File: src/rtl/tick_gen_pkg.sv
// tick_gen shared types and defaults
// FSM state encoding and default tick periods
package tick_gen_pkg;

  typedef enum logic {
    IDLE = 1'b0,
    RUN  = 1'b1
  } state_t;

  localparam int unsigned     DEF_NB_COUNTER = 32;
  localparam longint unsigned DEF_LIMIT_0    = 4;
  localparam longint unsigned DEF_LIMIT_1    = 8;
  localparam longint unsigned DEF_LIMIT_2    = 16;
  localparam longint unsigned DEF_LIMIT_3    = 32;

endpackage

File: src/rtl/sync_2ff.sv
// sync_2ff: two-flop synchronizer bank
// Brings asynchronous switch/button levels into the clock domain
module sync_2ff #(
  parameter int W = 1
) (
  input  logic         clock,
  input  logic         i_reset,
  input  logic [W-1:0] i_d,
  output logic [W-1:0] o_q
);

  logic [W-1:0] meta_q;
  logic [W-1:0] sync_q;

  // first flop may go metastable, second one resolves it
  always_ff @(posedge clock) begin
    if (i_reset) begin
      meta_q <= '0;
      sync_q <= '0;
    end else begin
      meta_q <= i_d;
      sync_q <= meta_q;
    end
  end

  assign o_q = sync_q;

endmodule

File: src/rtl/tick_gen.sv
// tick_gen: free-running or single-step tick source
// Drives a one-clock o_valid pulse at a selectable period
module tick_gen
  import tick_gen_pkg::*;
#(
  parameter int              NB_COUNTER = DEF_NB_COUNTER,
  parameter longint unsigned LIMIT_0    = DEF_LIMIT_0,
  parameter longint unsigned LIMIT_1    = DEF_LIMIT_1,
  parameter longint unsigned LIMIT_2    = DEF_LIMIT_2,
  parameter longint unsigned LIMIT_3    = DEF_LIMIT_3
) (
  input  logic       clock,
  input  logic       i_reset,
  input  logic       i_enable,
  input  logic [1:0] i_sel,
  input  logic       i_step,
  output logic       o_valid,
  output logic       o_run
);

  localparam logic [NB_COUNTER-1:0] LM1_0 =
    NB_COUNTER'(LIMIT_0 - 64'd1);
  localparam logic [NB_COUNTER-1:0] LM1_1 =
    NB_COUNTER'(LIMIT_1 - 64'd1);
  localparam logic [NB_COUNTER-1:0] LM1_2 =
    NB_COUNTER'(LIMIT_2 - 64'd1);
  localparam logic [NB_COUNTER-1:0] LM1_3 =
    NB_COUNTER'(LIMIT_3 - 64'd1);

  logic [3:0] sync_in;
  logic [3:0] sync_out;
  logic       en_s;
  logic [1:0] sel_s;
  logic       step_s;

  state_t                  state_q, state_d;
  logic [NB_COUNTER-1:0]   cnt_q, cnt_d;
  logic [NB_COUNTER-1:0]   lim_m1;
  logic                    valid_q, valid_d;
  logic                    step_q;

  assign sync_in = {i_step, i_sel, i_enable};

  sync_2ff #(
    .W(4)
  ) u_sync (
    .clock  (clock),
    .i_reset(i_reset),
    .i_d    (sync_in),
    .o_q    (sync_out)
  );

  assign en_s   = sync_out[0];
  assign sel_s  = sync_out[2:1];
  assign step_s = sync_out[3];

  // terminal count for the selected period, used live so a
  // shorter period takes effect without overrunning
  always_comb begin
    lim_m1 = LM1_0;
    unique case (sel_s)
      2'd0: lim_m1 = LM1_0;
      2'd1: lim_m1 = LM1_1;
      2'd2: lim_m1 = LM1_2;
      2'd3: lim_m1 = LM1_3;
    endcase
  end

  // next state, counter and pulse request
  always_comb begin
    state_d = state_q;
    cnt_d   = '0;
    valid_d = 1'b0;
    unique case (state_q)
      IDLE: begin
        if (step_s && !step_q) valid_d = 1'b1;
        if (en_s) state_d = RUN;
      end
      RUN: begin
        if (!en_s) begin
          state_d = IDLE;
        end else if (cnt_q >= lim_m1) begin
          valid_d = 1'b1;
        end else begin
          cnt_d = cnt_q + NB_COUNTER'(1);
        end
      end
    endcase
  end

  // state, counter, registered pulse and step history;
  // step history runs in every state so a press held
  // through RUN is not seen as a new edge in IDLE
  always_ff @(posedge clock) begin
    if (i_reset) begin
      state_q <= IDLE;
      cnt_q   <= '0;
      valid_q <= 1'b0;
      step_q  <= 1'b0;
    end else begin
      state_q <= state_d;
      cnt_q   <= cnt_d;
      valid_q <= valid_d;
      step_q  <= step_s;
    end
  end

  assign o_valid = valid_q;
  assign o_run   = (state_q == RUN);

endmodule

File: config.mk
export PLATFORM = sky130hd
export DESIGN_NAME = tick_gen
export DESIGN_NICKNAME = d
export VERILOG_FILES = /design/src/rtl/tick_gen_pkg.sv /design/src/rtl/sync_2ff.sv /design/src/rtl/tick_gen.sv
export SDC_FILE = /design/constraint.sdc
export NUM_CORES = 1
export LEC_CHECK = 0
export ABC_AREA = 1
export CORE_AREA = 4 4 57 59
export CTS_CLUSTER_SIZE = 40
export DETAILED_ROUTE_END_ITERATION = 8
export DIE_AREA = 0 0 61 63
export GPL_TIMING_DRIVEN = 1
export PLACE_DENSITY = 0.67
export REMOVE_ABC_BUFFERS = 1
export SETUP_SLACK_MARGIN = 0.02
export SLEW_MARGIN = 10
export SYNTH_ARGS = -nofsm -noshare
export SYNTH_HDL_FRONTEND = slang
export SYNTH_SLANG_ARGS = --single-unit
File: constraint.sdc
create_clock -name clock -period 1.2 [get_ports clock]
set_clock_uncertainty 0.05 [all_clocks]
set_input_delay 0.18 -clock clock [delete_from_list [all_inputs] [get_ports clock]]
set_output_delay 0.18 -clock clock [all_outputs]
set_load 0.1 [all_outputs]
# [After elaboration in Yosys (flattened, before gate mapping)]
# Cells that the tools add are included.
[totals] reg_bits=43 input_bits=6 output_inout_bits=2 word_cells=23
[op_classes] n_addsub=1 n_lt_le_gt_ge=1 n_eq_ne=3 mux=6 n_bitwise=2 reduce_logical=4
[ops] cell="32-bit case mux with 4 select lines" count=1
[ops] cell="32-bit by 1-bit adder with 32-bit output (second input constant)" count=1
[ops] cell="32-bit >= comparator" count=1
[ops] cell="2-bit == test (second input constant)" count=2
[ops] cell="1-bit 2-to-1 mux" count=4
[ops] cell="4-bit OR reduction" count=1
[ops] cell="2-bit by 1-bit == test with 1-bit output (second input constant)" count=1
[ops] cell="2-bit zero test" count=1
[ops] cell="1-bit inverter" count=2
[ops] cell="1-bit case mux with 2 select lines" count=1
[ops] cell="1-bit logical AND" count=1
[ops] cell="1-bit zero test" count=1

# [Depth between registers and ports, before layout]
# Gate-level depths: netlist of the first run.
[depth] ltp_word=6 mapped_depth=10 depth_no_buf=10

# [Hierarchy]
# Synthesis of the first run repeated with hierarchy kept, for this count alone.
[hier_totals] hier_cells=131 hier_area_um2=1288.7
[modules_own_cells] mod="tick_gen" n_inst=1 cells_each=106 area_per_inst_um2=1057.3 seq_area_each_um2=700.7
[modules_own_cells] mod="sync_2ff" n_inst=1 cells_each=25 area_per_inst_um2=231.5 seq_area_each_um2=160.2

# [Worst setup path before layout of the first run]
# Ideal clock, no wire load.
[synth_timing] path_type="register to register" startpoint="reg state_q (netlist: o_run)" endpoint="reg cnt_q[2]" setup_time_ns=0.073 arrival_time_ns=1.585 required_ns=1.077 path_slack_ns=-0.508 path_stages_with_launch=5 path_buffers=0 period_less_slack_ns=1.708 path_cell_list="dfxtp_1 > inv_1 > nor3_4 > nand3_2 > nor3_2"
[synth_via] elab_chain_len=2
[synth_lines] item="start, declared" line="tick_gen.sv:36" source="state_t state_q, state_d;"
[synth_lines] item="start signal, assigned" line="tick_gen.sv:101" source="state_q <= state_d;"
[synth_lines] item="1-bit inverter"
[synth_lines] item="4-bit OR reduction (no source line)"
[synth_lines] item="end signal, assigned" line="tick_gen.sv:102" source="cnt_q <= cnt_d;"
[synth_lines] item="end, declared" line="tick_gen.sv:37" source="logic [NB_COUNTER-1:0] cnt_q, cnt_d;"
# Every way passes these cells.
# A chain may end at the register's enable or synchronous reset.

# [Worst setup path after layout of the first run]
[layout_timing] startpoint="reg u_sync.sync_q[2] (netlist: u_sync.o_q[2])" endpoint="reg valid_q (netlist: o_valid)"
[layout_via] elab_chain_len=6 word_cells_on_any_way=9 classes_between="order compare (1); eq/ne (3); mux (4); reduce/logical (1)"
[layout_lines] item="start, declared" line="sync_2ff.sv:13" source="logic [W-1:0] sync_q;"
[layout_lines] item="start signal, assigned" line="sync_2ff.sv:22" source="sync_q <= meta_q;"
[layout_lines] item="2-bit == test (tied with other cells)" line="tick_gen.sv:61" source="unique case (sel_s)"
[layout_lines] item="32-bit case mux with 4 select lines (*)" line="tick_gen.sv:61"
[layout_lines] item="32-bit >= comparator (*)" line="tick_gen.sv:82" source="end else if (cnt_q >= lim_m1) begin"
[layout_lines] item="1-bit 2-to-1 mux (*)" line="tick_gen.sv:82"
[layout_lines] item="1-bit 2-to-1 mux (*)" line="tick_gen.sv:80" source="if (!en_s) begin"
[layout_lines] item="1-bit case mux with 2 select lines (*)" line="tick_gen.sv:74" source="unique case (state_q)"
[layout_lines] item="end signal, assigned" line="tick_gen.sv:103" source="valid_q <= valid_d;"
[layout_lines] item="end, declared" line="tick_gen.sv:39" source="logic valid_q, valid_d;"
# Every way passes the cells marked *; elsewhere a longest branch is shown, timed or not. The select of a mux whose other input is x is not followed.

==> metrics.yaml, run 1 <==
cts:
  htree_levels: 2
  cts_buffers: 5
  cts_root_buffer: "clkbuf_4"
  cts_hold_buf: 0
  clock_latency_ps: 350
  clk_pin_slew_ps: 130
  cts_tree: "done"
  cts_buffer_depth: 2
  clock-sinks: 43
synth:
  ys_warn_count: 0
  synthesis.area_mm2: 0.00128
  netlist.area_leader.share: 0.672
  synth-seq-cells: 43
  yosysTopAreaCell: "dfxtp_1"
  ys_top_cells_by_area: "dfxtp_1 67%, nor2_1 10%, inv_1 5.3%"
  synthCells: 132
  synth_area_per_cell_um2: 9.71
  yosysSeqAreaShare: 0.672
  yosysUniqueCellTypes: 15
outcome:
  status: "finished with violations"
  violations: "setup timing"
final_layout:
  final_cell_mix: "40 x dfxtp_1, 34 x nor2_1, 26 x conb_1"
  area_growth_pct: 27.9
  layout.nets: 183
  diodes: 0
  utilization: 0.605
  final_common_cell: "dfxtp_1"
  fillers: 234
  drive_gt1_frac: 0.149
timing:
  setup_violations: 7
  rsz0062_at_grt: "yes"
  fmax_mhz: 725
  finalCriticalPeriod_ps: 1380
  layout_setup_ws_ps: -179
  hold_viol: 0
  setup_tns_ps: -1010
  slew_violations: 0
  min_period_over_period: 1.15
pwr:
  peakVddDrop_v: 0.00110
  total_power_w: 0.00231
  p_leak_nw: 0.716
  p_per_area_mw_per_mm2: 1410
grt:
  grtUsageTotal: 0.116
  grt_antenna_before_repair: 0
  grt_start_max_net_pins: 16
  grt_first_pass_wirelength_um: 3110
  grt_overflow: 0
  grt_pass1_vias: 772
die:
  initial_core_util: 0.473
  ios: 8
  std_cell_rows: 19
  die_area_mm2: 0.00384
  die_x_um: 61
  coreArea_mm2: 0.00271
  die_h_um: 63
critical_path:
  startpoint: "u_sync.o_q[2]$_SDFF_PP0_"
  endpoint_kind: "flip-flop"
  reg2regPathDepth: 8
  path_max_fanout: 3
  crit_top_cell: "nand2_1"
  cp.arrival_ps: 1630
  path_buf_inv: 1
  cp_slowest_cell: "dfxtp_2"
  critical_path_class: "flip-flop to flip-flop"
  cp.depth: 8
  r2r_start: "u_sync.o_q[2]$_SDFF_PP0_"
  cpPeakStageDelay_ps: 360
  cp_cell_sequence: "inv_1, ha_4, nand3_1, nand2_1, nand3_2, nand2_1, nand2_1, a21oi_1"
  critPathTopFamily: "simple AND/OR/NAND/NOR gates"
  worstSetupStartpointType: "flip-flop"
  cp.required_ps: 1450
detailed_routing:
  via_per_inst: 4.06
  drtIter0Drc: 35
  antenna_left: 0
  vias: 832
  drc: 0
  routedWlPerCell_um: 9.03
  dr.pass1.iters: 4
  wirelength_um: 1850
hold_path:
  min_path_type: "input port to flip-flop"
  min_from: "i_sel[0]"
  whs_path_depth: 3
placement:
  hpwl_um: 1250
  gp_congestion: 0.753
  portBuffers: 7
flow_run:
  cap_violations: 0
metal layers:
layer | vias up | part of all wire | global-route usage
li1 | 447 | - | -
met1 | 366 | 0.40 | 0.114
met2 | 14 | 0.52 | 0.184
met3 | 5 | 0.051 | 0.0620
met4 | 0 | 0.028 | 0.0732
met5 | - | 0 | 0
repair_timing:
| item | in CTS | in global routing |
|---|---|---|
| resized for setup | 8 | 4 |
| endpoints found under the setup margin | 8 | 9 |
| buffers inserted | 0 | 0 |
| pin swaps | 2 | 0 |
| endpoints found under the hold margin | 0 | 0 |
| gates cloned | 0 | 0 |
sequential cells by signal (all words and copies together), names as in the netlist:
register       cells
o_valid            1
u_sync.o_q         4
cnt_q             32
o_run              1
step_q             1
u_sync.meta_q      4
logic make-up (layout without fill, tap and decap cells):
family | after synthesis | after routing | share of synthesized area
XOR/XNOR | 3 | 3 | 0.0205
AND/OR/NAND/NOR | 59 | 59 | 0.197
other | 1 | 26 | 0.00293
AO/OA/AOI/OAI | 3 | 3 | 0.0117
flip-flops | 43 | 43 | 0.672
adder cells (fa/ha/maj) | 4 | 4 | 0.0391
buffers and inverters | 19 | 36 | 0.0566
synthesized netlist by cell type:
cell type  instances
nand3_2            1
nor3_4             1
conb_1             1
a21oi_1            2
ha_1               4
nor2_2             1
inv_1             18
dfxtp_1           43
nand2_1           17
buf_2              1
nand3_1            3
o21ai_0            1
nor2_1            35
nor3_2             1
xor2_1             3
metrics by stage:
step           instances  worst slack (ps)  area [um2]  hold WS, ps
3_3_place_gp         198              -141        1530          339
2_1_floorplan        156              -508        1370          201
6_report             205              -179        1640          272
4_1_cts              205              -208        1610          250
5_1_grt              205              -293        1640          247
3_5_place_dp         198              -217        1530          346
area by class of cell:
type / count / area (um2) / area share
multi-input cells: 95 / 493 / 0.301
clock buffers: 5 / 37.5 / 0.0229
well taps: 31 / 38.8 / 0.0237
inverters: 18 / 67.6 / 0.0412
repair buffers: 10 / 113 / 0.0687
flip-flops and latches: 43 / 865 / 0.527
clock inverters: 3 / 25.0 / 0.0153
worst paths after layout:
kind	end	slack, ps
min reg2reg	u_sync.o_q[2]$_SDFF_PP0_	350
min	u_sync.meta_q[1]$_SDFF_PP0_	270
max	o_valid$_SDFF_PP0_	-180
max reg2reg	o_valid$_SDFF_PP0_	-180
power breakdown:
part | leakage [nW] | internal (W) | switching, W | total, W
Clock | 0.0314 | 0.000235 | 0.000466 | 0.000700
Combinational | 0.325 | 0.0000427 | 0.0000556 | 0.0000982
Sequential | 0.360 | 0.00149 | 0.0000183 | 0.00151
worst register-to-register path: stages (launching register included):
cell and delay (ps):
dfxtp_2 360, inv_1 60, ha_4 280, nand3_1 90, nand2_1 110, nand3_2 110
nand2_1 90, nand2_1 60, a21oi_1 110
(Power assumes the default switching activity.)
==> inputs of run 2 (changes only) <==
Settings changed: MAX_ROUTING_LAYER set to met4.
==> results of run 2 <==
No change in the layout: final DEF, timing and power equal those of run 1.
Among the figures that moved: final weighted congestion in routability-driven placement 0.753 -> 0.763; overall routing resource usage 0.116 -> 0.119
==> inputs of run 3 (changes only) <==
Settings changed: SKIP_LAST_GASP set to 1.
==> results of run 3 <==
No change in the layout: final DEF, timing and power equal those of run 1.
Among the figures that moved: final weighted congestion in routability-driven placement 0.753 -> 0.763; overall routing resource usage 0.116 -> 0.119
